==> config.mk <==
export PLATFORM = sky130hd
export DESIGN_NAME = shared_port_scheduler_flat
export DESIGN_NICKNAME = d
export VERILOG_FILES = /design/src/rtl/shared_port_scheduler_if.sv /design/src/rtl/shared_port_scheduler.sv /design/src/flat_wrapper.sv
export SDC_FILE = /design/constraint.sdc
export NUM_CORES = 1
export LEC_CHECK = 0
export ABC_AREA = 1
export ABC_CLOCK_PERIOD_IN_PS = 3350
export BUFFER_PORTS_ARGS = -buffer_cell sky130_fd_sc_hd__buf_2
export CORE_MARGIN = 5
export CORE_UTILIZATION = 58
export DETAILED_ROUTE_END_ITERATION = 8
export PLACE_DENSITY_LB_ADDON = 0.25
export SYNTH_ARGS = -nofsm -noshare
export SYNTH_HDL_FRONTEND = slang
export SYNTH_SLANG_ARGS = --single-unit
==> constraint.sdc <==
create_clock -name clk -period 3.35 [get_ports clk]
set_clock_uncertainty 0.2 [all_clocks]
set_input_delay 0.1675 -clock clk [delete_from_list [all_inputs] [get_ports clk]]
set_output_delay 0.1675 -clock clk [all_outputs]
set_load 0.01 [all_outputs]
==> src/rtl/shared_port_scheduler_if.sv <==
// Requester-side bundle of the shared port scheduler: request/done levels in,
// registered grant information and per-requester stalls out.
interface shared_port_scheduler_if #(
   parameter int NUM_REQ = 4,
   parameter int ID_W    = $clog2(NUM_REQ)
);
   logic [NUM_REQ-1:0] req;
   logic [NUM_REQ-1:0] done;
   logic [NUM_REQ-1:0] grant;
   logic               grant_valid;
   logic [ID_W-1:0]    grant_id;
   logic               preempt;
   logic [NUM_REQ-1:0] stall;

   modport master (
      output req, done,
      input  grant, grant_valid, grant_id, preempt, stall
   );

   modport slave (
      input  req, done,
      output grant, grant_valid, grant_id, preempt, stall
   );
endinterface

==> src/rtl/shared_port_scheduler.sv <==
// Round-robin, transaction-based owner selection for one shared pipeline port.
// A grant lasts until done/abandon, or until the hold limit when others wait.
//
//   state   | meaning
//   --------+---------------------------------------------------------------
//   S_IDLE  | no owner; arbitrate among req, winner granted at the next edge
//   S_GRANT | owner grant_id holds the port; hold_cnt counts owned cycles
//   S_GAP   | one turnaround cycle with no grant; req is not sampled
module shared_port_scheduler #(
   parameter int NUM_REQ  = 4,
   parameter int MAX_HOLD = 8,
   parameter int ID_W     = $clog2(NUM_REQ)
) (
   input  logic                  clk,
   input  logic                  reset_n,
   shared_port_scheduler_if.slave bus
);
   localparam int HC_W = $clog2(MAX_HOLD + 1);

   typedef enum logic [1:0] {S_IDLE, S_GRANT, S_GAP} state_t;

   state_t             r_state, w_state_nxt;
   logic [NUM_REQ-1:0] r_grant, w_grant_nxt;
   logic               r_grant_valid, w_grant_valid_nxt;
   logic [ID_W-1:0]    r_grant_id, w_grant_id_nxt;
   logic [ID_W-1:0]    r_last_id, w_last_id_nxt;
   logic [HC_W-1:0]    r_hold_cnt, w_hold_cnt_nxt;
   logic               r_preempt, w_preempt_nxt;

   logic               w_found;
   logic [ID_W-1:0]    w_idx;
   logic [ID_W-1:0]    w_win_id;
   logic               w_owner_done;
   logic               w_owner_req;
   logic               w_waiting;
   logic               w_hold_hit;

   // Round-robin search: first set req bit above last_id, wrapping around.
   always_comb begin
      w_found  = 1'b0;
      w_idx    = r_last_id;
      w_win_id = r_last_id;
      for (int i = 1; i <= NUM_REQ; i++) begin
         w_idx = ID_W'((int'(r_last_id) + i) % NUM_REQ);
         if (!w_found && bus.req[w_idx]) begin
            w_found  = 1'b1;
            w_win_id = w_idx;
         end
      end
   end

   assign w_owner_done = bus.done[r_grant_id];
   assign w_owner_req  = bus.req[r_grant_id];
   assign w_waiting    = |(bus.req & ~r_grant);
   assign w_hold_hit   = (r_hold_cnt == HC_W'(MAX_HOLD));

   // Next-state and registered-output decode.
   always_comb begin
      w_state_nxt       = r_state;
      w_grant_nxt       = r_grant;
      w_grant_valid_nxt = r_grant_valid;
      w_grant_id_nxt    = r_grant_id;
      w_last_id_nxt     = r_last_id;
      w_hold_cnt_nxt    = r_hold_cnt;
      w_preempt_nxt     = 1'b0;
      case (r_state)
         S_IDLE: begin
            if (w_found) begin
               w_grant_nxt           = '0;
               w_grant_nxt[w_win_id] = 1'b1;
               w_grant_valid_nxt     = 1'b1;
               w_grant_id_nxt        = w_win_id;
               w_last_id_nxt         = w_win_id;
               w_hold_cnt_nxt        = HC_W'(1);
               w_state_nxt           = S_GRANT;
            end
         end
         S_GRANT: begin
            if (w_owner_done || !w_owner_req || (w_hold_hit && w_waiting)) begin
               w_grant_nxt       = '0;
               w_grant_valid_nxt = 1'b0;
               w_hold_cnt_nxt    = '0;
               w_state_nxt       = S_GAP;
               // Completion or abandon on the same edge wins over preemption.
               w_preempt_nxt     = w_owner_req && !w_owner_done;
            end else if (!w_hold_hit) begin
               w_hold_cnt_nxt = r_hold_cnt + HC_W'(1);
            end
         end
         S_GAP: begin
            w_state_nxt = S_IDLE;
         end
         default: begin
            w_state_nxt       = S_IDLE;
            w_grant_nxt       = '0;
            w_grant_valid_nxt = 1'b0;
            w_hold_cnt_nxt    = '0;
         end
      endcase
   end

   // State and output registers, cleared asynchronously.
   always_ff @(posedge clk or negedge reset_n) begin
      if (!reset_n) begin
         r_state       <= S_IDLE;
         r_grant       <= '0;
         r_grant_valid <= 1'b0;
         r_grant_id    <= '0;
         r_last_id     <= ID_W'(NUM_REQ - 1);
         r_hold_cnt    <= '0;
         r_preempt     <= 1'b0;
      end else begin
         r_state       <= w_state_nxt;
         r_grant       <= w_grant_nxt;
         r_grant_valid <= w_grant_valid_nxt;
         r_grant_id    <= w_grant_id_nxt;
         r_last_id     <= w_last_id_nxt;
         r_hold_cnt    <= w_hold_cnt_nxt;
         r_preempt     <= w_preempt_nxt;
      end
   end

   assign bus.grant       = r_grant;
   assign bus.grant_valid = r_grant_valid;
   assign bus.grant_id    = r_grant_id;
   assign bus.preempt     = r_preempt;
   assign bus.stall       = bus.req & ~r_grant;

endmodule

==> src/flat_wrapper.sv <==
// flat-port wrapper written by rule: the top's interface ports become plain ports
module shared_port_scheduler_flat 
#(
   parameter int NUM_REQ  = 4,
   parameter int MAX_HOLD = 8,
   parameter int ID_W     = $clog2(NUM_REQ)
)
  (clk, reset_n, bus_req, bus_done, bus_grant, bus_grant_valid, bus_grant_id, bus_preempt, bus_stall);
  shared_port_scheduler_if #(.NUM_REQ(NUM_REQ), .ID_W(ID_W)) bus_i ();
  input  logic clk;
  input  logic reset_n;
  input wire logic [$bits(bus_i.req)-1:0] bus_req;
  input wire logic [$bits(bus_i.done)-1:0] bus_done;
  output wire logic [$bits(bus_i.grant)-1:0] bus_grant;
  output wire logic [$bits(bus_i.grant_valid)-1:0] bus_grant_valid;
  output wire logic [$bits(bus_i.grant_id)-1:0] bus_grant_id;
  output wire logic [$bits(bus_i.preempt)-1:0] bus_preempt;
  output wire logic [$bits(bus_i.stall)-1:0] bus_stall;
  assign bus_i.req = bus_req;
  assign bus_i.done = bus_done;
  assign bus_grant = bus_i.grant;
  assign bus_grant_valid = bus_i.grant_valid;
  assign bus_grant_id = bus_i.grant_id;
  assign bus_preempt = bus_i.preempt;
  assign bus_stall = bus_i.stall;
  shared_port_scheduler #(.NUM_REQ(NUM_REQ), .MAX_HOLD(MAX_HOLD), .ID_W(ID_W)) u_core (.clk(clk), .reset_n(reset_n), .bus(bus_i));
endmodule
* Yosys cells after proc, flatten, opt, wreduce, memory -nomap -nowiden
Cells that the tools add are included.
** Storage, ports and cells
- Word-level logic and storage cells :: 84
- Flip-flop bits (word level) :: 16
** Operators by class
- $lt $le $gt $ge :: 7
- Equal/unequal tests :: 6
- Reductions and logical operators :: 19
- Add/sub/neg operators :: 5
- Bitwise operators :: 3
- Muxes and demuxes :: 37
** Operators with widths (count)
- 4-bit one-hot mux with 3 select lines :: 2
- 4-bit 2-to-1 mux :: 5
- 2-bit by 3-bit less-than comparator with 1-bit output, second input constant :: 6
- 1-bit 2-to-1 mux :: 15
- 1-bit binary-select mux with 2-bit select :: 6
- 2-bit 2-to-1 mux :: 6
- 1-bit logical AND :: 6
- 3-bit AND reduction :: 2
- 1-bit zero test :: 5
- 2-bit by 1-bit adder with 2-bit output, second input constant :: 2
- 2-bit adder, second input constant :: 2
- 4-bit by 1-bit adder with 4-bit output, second input constant :: 1
- 4-bit bitwise AND :: 1
- 4-bit == test, second input constant :: 1
- 2-bit by 1-bit != test with 1-bit output, second input constant :: 2
- 4-bit NOT :: 1
- 2-bit one-hot mux with 2 select lines :: 1
- 2-bit AND reduction :: 2
- 4-bit OR reduction :: 1
- 3-bit != test, second input constant :: 1
- 1-bit one-hot mux with 3 select lines :: 1
- 1-bit demux with 2-bit select :: 1
- 2-bit by 1-bit == test with 1-bit output, second input constant :: 1
- 2-bit == test, second input constant :: 1
- other kinds (4) :: 5

* Longest topological paths before layout
- Word-level depth :: 19
- Depth in mapped cells :: 14

* Worst setup path after synthesis
No wires, ideal clock.
- Kind :: register to register
- Start :: register u_core.r_last_id[1]
- End :: register u_core.r_grant_id[0] (netlist: u_core.bus.grant_id[0])
- Clock period less this slack :: 1.755 ns
- Required time :: 3.028 ns
- Library setup time :: 0.122 ns
- Cell stages (with the launch flop) :: 13
- Arrival :: 1.434 ns
- Path slack :: 1.595 ns
- Cells stage by stage :: dfstp_2 -> buf_4 -> inv_2 -> nand2_1 -> nand2_2 -> nand2_2 -> nand2_4 -> nor2_8 -> nand3_2 -> nand2_2 -> inv_2 -> nand2_2 -> o21ai_1
** On the way
- Word-level cells in the longest chain between the ends :: 14
- Elaborated cells on any way between the ends :: 27
- Classes of those cells :: add/sub: 4; mux: 16; reduce/logical: 7
** Ends and longest elaborated chain
- start, declared :: line shared_port_scheduler.sv:26 : logic [ID_W-1:0] r_last_id, w_last_id_nxt;
- start signal, assigned :: line shared_port_scheduler.sv:109 : r_last_id <= ID_W'(NUM_REQ - 1);
- start signal, assigned :: line shared_port_scheduler.sv:117 : r_last_id <= w_last_id_nxt;
- 2-bit by 1-bit adder with 2-bit output :: line shared_port_scheduler.sv:44 : w_idx = ID_W'((int'(r_last_id) + i) % NUM_REQ);
- 1-bit binary-select mux with 2-bit select :: line shared_port_scheduler.sv:45 : if (!w_found && bus.req[w_idx]) begin
- 1-bit 2-to-1 mux (implied by the code) :: line shared_port_scheduler.sv:45
- 1-bit 2-to-1 mux :: line shared_port_scheduler.sv:45
- 1-bit zero test :: line shared_port_scheduler.sv:45
- 1-bit logical AND :: line shared_port_scheduler.sv:45
- 1-bit 2-to-1 mux :: line shared_port_scheduler.sv:45
- 1-bit zero test :: line shared_port_scheduler.sv:45
- 1-bit logical AND :: line shared_port_scheduler.sv:45
- 1-bit 2-to-1 mux :: line shared_port_scheduler.sv:45
- 1-bit zero test :: line shared_port_scheduler.sv:45
- 1-bit logical AND :: line shared_port_scheduler.sv:45
- 1-bit 2-to-1 mux :: line shared_port_scheduler.sv:45
- 2-bit AND reduction (no line)
- end signal, assigned :: line shared_port_scheduler.sv:116 : r_grant_id <= w_grant_id_nxt;
- end, declared :: line shared_port_scheduler.sv:25 : logic [ID_W-1:0] r_grant_id, w_grant_id_nxt;
Parallel ways exist; a longest one is shown, timed or not. The select of a mux whose other input is x is not followed.
A chain may end at the register's enable or synchronous reset.

* Final worst setup path
- Start :: register u_core.r_last_id[0]
- End :: register u_core.r_grant_id[0] (netlist: u_core.bus.grant_id[0])
Same word-level chain as after synthesis.

==> metrics.md <==
| Metric | Value |
|---|---|
| Status | complete, no violations |
| Io pins | 22 |
| Placement Rows | 16 |
| CP required | around 3300 ps |
| Dpl ws | 1430 ps |
| Worst-path maximum fanout | 10 |
| Pleak | 0.752 nW |
| Post-synthesis sequential area ratio | 34.8% |
| Worst slew pin tran | 393 ps |
| RSZ-0062 raised after global routing | false |
| DRT iter0 DRCs | 44 |
| Die Ht | between 50 and 60 µm |
| Detailed Route WL | 2750 µm |
| Max_cap viols | 0 |
| Final nets | 196 |
| Clock buffer depth | 2 |
| Cells after Synth | 159 |
| Setup Viol. Count Final | 0 |
| Starting Density | 60.2% |
| Wire per inst | about 13 µm |
| IO Port Bufs | 21 |
| Final Hold Violating Endpoints | 0 |
| Largest net degree at the start of global routing | 17 |
| TritonCTS clock tree | built |
| CTS H-tree lvls | 1 |
| Setup TNS | 0 ps |
| GPL Wtd Cong | approximately 0.94 |
| Ys Warns | 0 |
| Layout cells sized above 1 | 32.2% |
| Post-synthesis async set-or-reset flop share | 100% |
| CTS Sinks | 16 |
| Worst Path Class, Setup | reg -> reg |
| Core area | between 1500 and 2000 µm² |
| Tmin final | slightly below 2000 ps |
| Pwr per Cell Area | 1010 nW/µm² |
| Hpwl dp | 2170 µm |
| DR vias/cell | 5.25 |
| Die Wd | about 55 µm |
| CTS buffer count | 3 |
| Ys flop type | dfrtp_1 |
| Max transition margin | between 70% and 80% |
| Post-synth EDFFs | 0 |
| Number of global-route vias before repair | 1046 |
| Fmax | between 0.5 and 0.6 GHz |
| First-pass GRT wire length | 4500 µm |
| Cell variety after synth | 25 |
| Syn Nets | 171 |
| Fill count | approximately 180 |
| Max IR drop VDD | between 600 and 700 µV |
| Clock transition at path regs | 100 ps |
| DRC errors left | 0 |
| Fin. max-slew vios | 0 |
| Drt pass-1 iters | 4 |
| Area grow syn2layout | 14.4% |
| # diodes | 0 |
| Root buffer cell | clkbuf_4 |
| Fin Hold WS | 87.7 ps |
| Die area | 2990 µm² |
| Number of antenna violations at the first check in global routing | 0 |
| GRT Util Overall | about a fifth |
| Syn avg cell area | approximately 7.3 µm² |
| Worst hold path class | in -> reg |
| Gr ovfl total | 0 |
| Antenna Violating Nets Remaining | 0 |
| Post-DP Area | 1280 µm² |
| Flops & latches, synth | 16 |
| Total number of vias | 1102 |
| Startpoint types | flop |
| Synthesized cell area | 1160 µm² |
| Crit share post-route | 58.4% |
| Crit. End Element | flop |
| Arrival @ worst endpoint | 1950 ps |
| Design area | 1320 µm² |
| Worst-skew pair later-pin latency | a little under 300 ps |
| Worst setup margin | 1390 ps |
-- cell usage after synthesis, types with 2 or more instances --
cell type | count | share of area [%]
dfrtp_1 | 14 | 30
o21ai_0 | 4 | 1.7
nand3_1 | 19 | 8.2
nand2_4 | 4 | 3.9
nand3_2 | 4 | 3.5
nor2_1 | 7 | 2.3
o21ai_1 | 7 | 3.0
inv_2 | 4 | 1.3
dfstp_2 | 2 | 4.5
inv_1 | 21 | 6.8
o21ai_2 | 2 | 1.5
nand2_2 | 14 | 7.6
ha_1 | 2 | 2.2
nand2_1 | 44 | 14
-- sequential cells by signal, indices dropped and copies added (netlist names) --
signal                  count
u_core.bus.grant_id         2
u_core.bus.preempt          1
u_core.r_hold_cnt           4
u_core.r_state              2
u_core.bus.grant_valid      1
u_core.r_last_id            2
u_core.bus.grant            4
-- layout make-up --
type | instances | area (µm²) | area share (%)
multi-input cells | 115 | 632 | 47.8
flip-flops and latches | 16 | 403 | 30.5
repair buffers | 22 | 115 | 8.70
inverters | 26 | 103 | 7.76
clock buffers | 4 | 36.3 | 2.74
well taps | 27 | 33.8 | 2.55
-- path summary, 6_finish.rpt --
| path | slack [ps] | cells past startpoint | end | from |
|---|---|---|---|---|
| min reg2reg | 290 | 2 | u_core.bus.grant_valid | u_core.bus.grant_valid |
| min | 90 | 6 | u_core.bus.preempt | bus_done[2] |
| max | 1390 | 11 | u_core.bus.grant_id[0] | u_core.r_last_id[0] |
| min in group asynchronous | 100 | 2 | u_core.bus.grant_id[0] | reset_n |
| max reg2reg | 1390 | 11 | u_core.bus.grant_id[0] | u_core.r_last_id[0] |
| max in group asynchronous | 2540 | 2 | u_core.r_last_id[0] | reset_n |
-- critical path, stage by stage, from the launching register on --
cell	delay [ps]
dfstp_2	670
inv_6	80
nand2_2	70
nand2_2	90
nand2_4	90
nand2_4	70
nor2_8	140
nand3_2	80
nand2_2	110
inv_2	80
nand2_2	100
o21ai_1	70
-- stage by stage --
step | instances | power [mW] | utilization, %
finish | 210 | 1.34 | 68.8
global route | 210 | 1.45 | 68.8
CTS | 210 | 1.34 | 68.8
detailed placement | 205 | 1.20 | 66.4
global placement | 205 | 1.17 | 66.4
floorplan | 159 | 1.03 | -
-- cell usage in the layout, fill, tap and decap left out, types with 3 or more instances in the layout --
cell | synthesis | routed
dfrtp_1 | 14 | 14
nand3_1 | 19 | 19
o21ai_0 | 4 | 4
nand2_4 | 4 | 4
inv_2 | 4 | 4
nand3_2 | 4 | 4
nor2_1 | 7 | 7
nand2_2 | 14 | 14
nand2_1 | 44 | 44
buf_2 | 0 | 21
clkbuf_4 | 0 | 3
inv_1 | 21 | 21
o21ai_1 | 7 | 7
-- routing by layer --
metal  global-route usage, %  wire (µm)  share of wire (%)  vias to the layer above
met4                    7.88         44                1.6                        0
met1                    29.3       1260                 46                      498
met3                    2.72        217                7.9                        7
li1                        -          -                  -                      543
met2                    33.5       1220                 45                       54
met5                       0          0                  0                        -
-- power breakdown --
part / leakage, nW / switching, mW / internal, mW
Combinational: 0.527 / 0.576 / 0.281
Sequential: 0.204 / 0.0767 / 0.274
Clock: 0.0210 / 0.0673 / 0.0662
Total: 0.752 / 0.720 / 0.620
-- what timing repair did --
action,CTS,global route
hold buffers,1,0
setup buffers,0,0
resized for setup,0,0
hold endpoints to repair,16,0
-- cell families after synthesis --
kind of cell	Yosys count	share of synthesized area [%]
flip-flops	16	34.8
adder cells (fa/ha/maj)	2	2.16
AND/OR/NAND/NOR	97	44.0
XOR/XNOR	2	1.52
buffers and inverters	28	10.5
AO/OA/AOI/OAI	14	6.93
No activity file was read; power rests on OpenSTA's default activity.
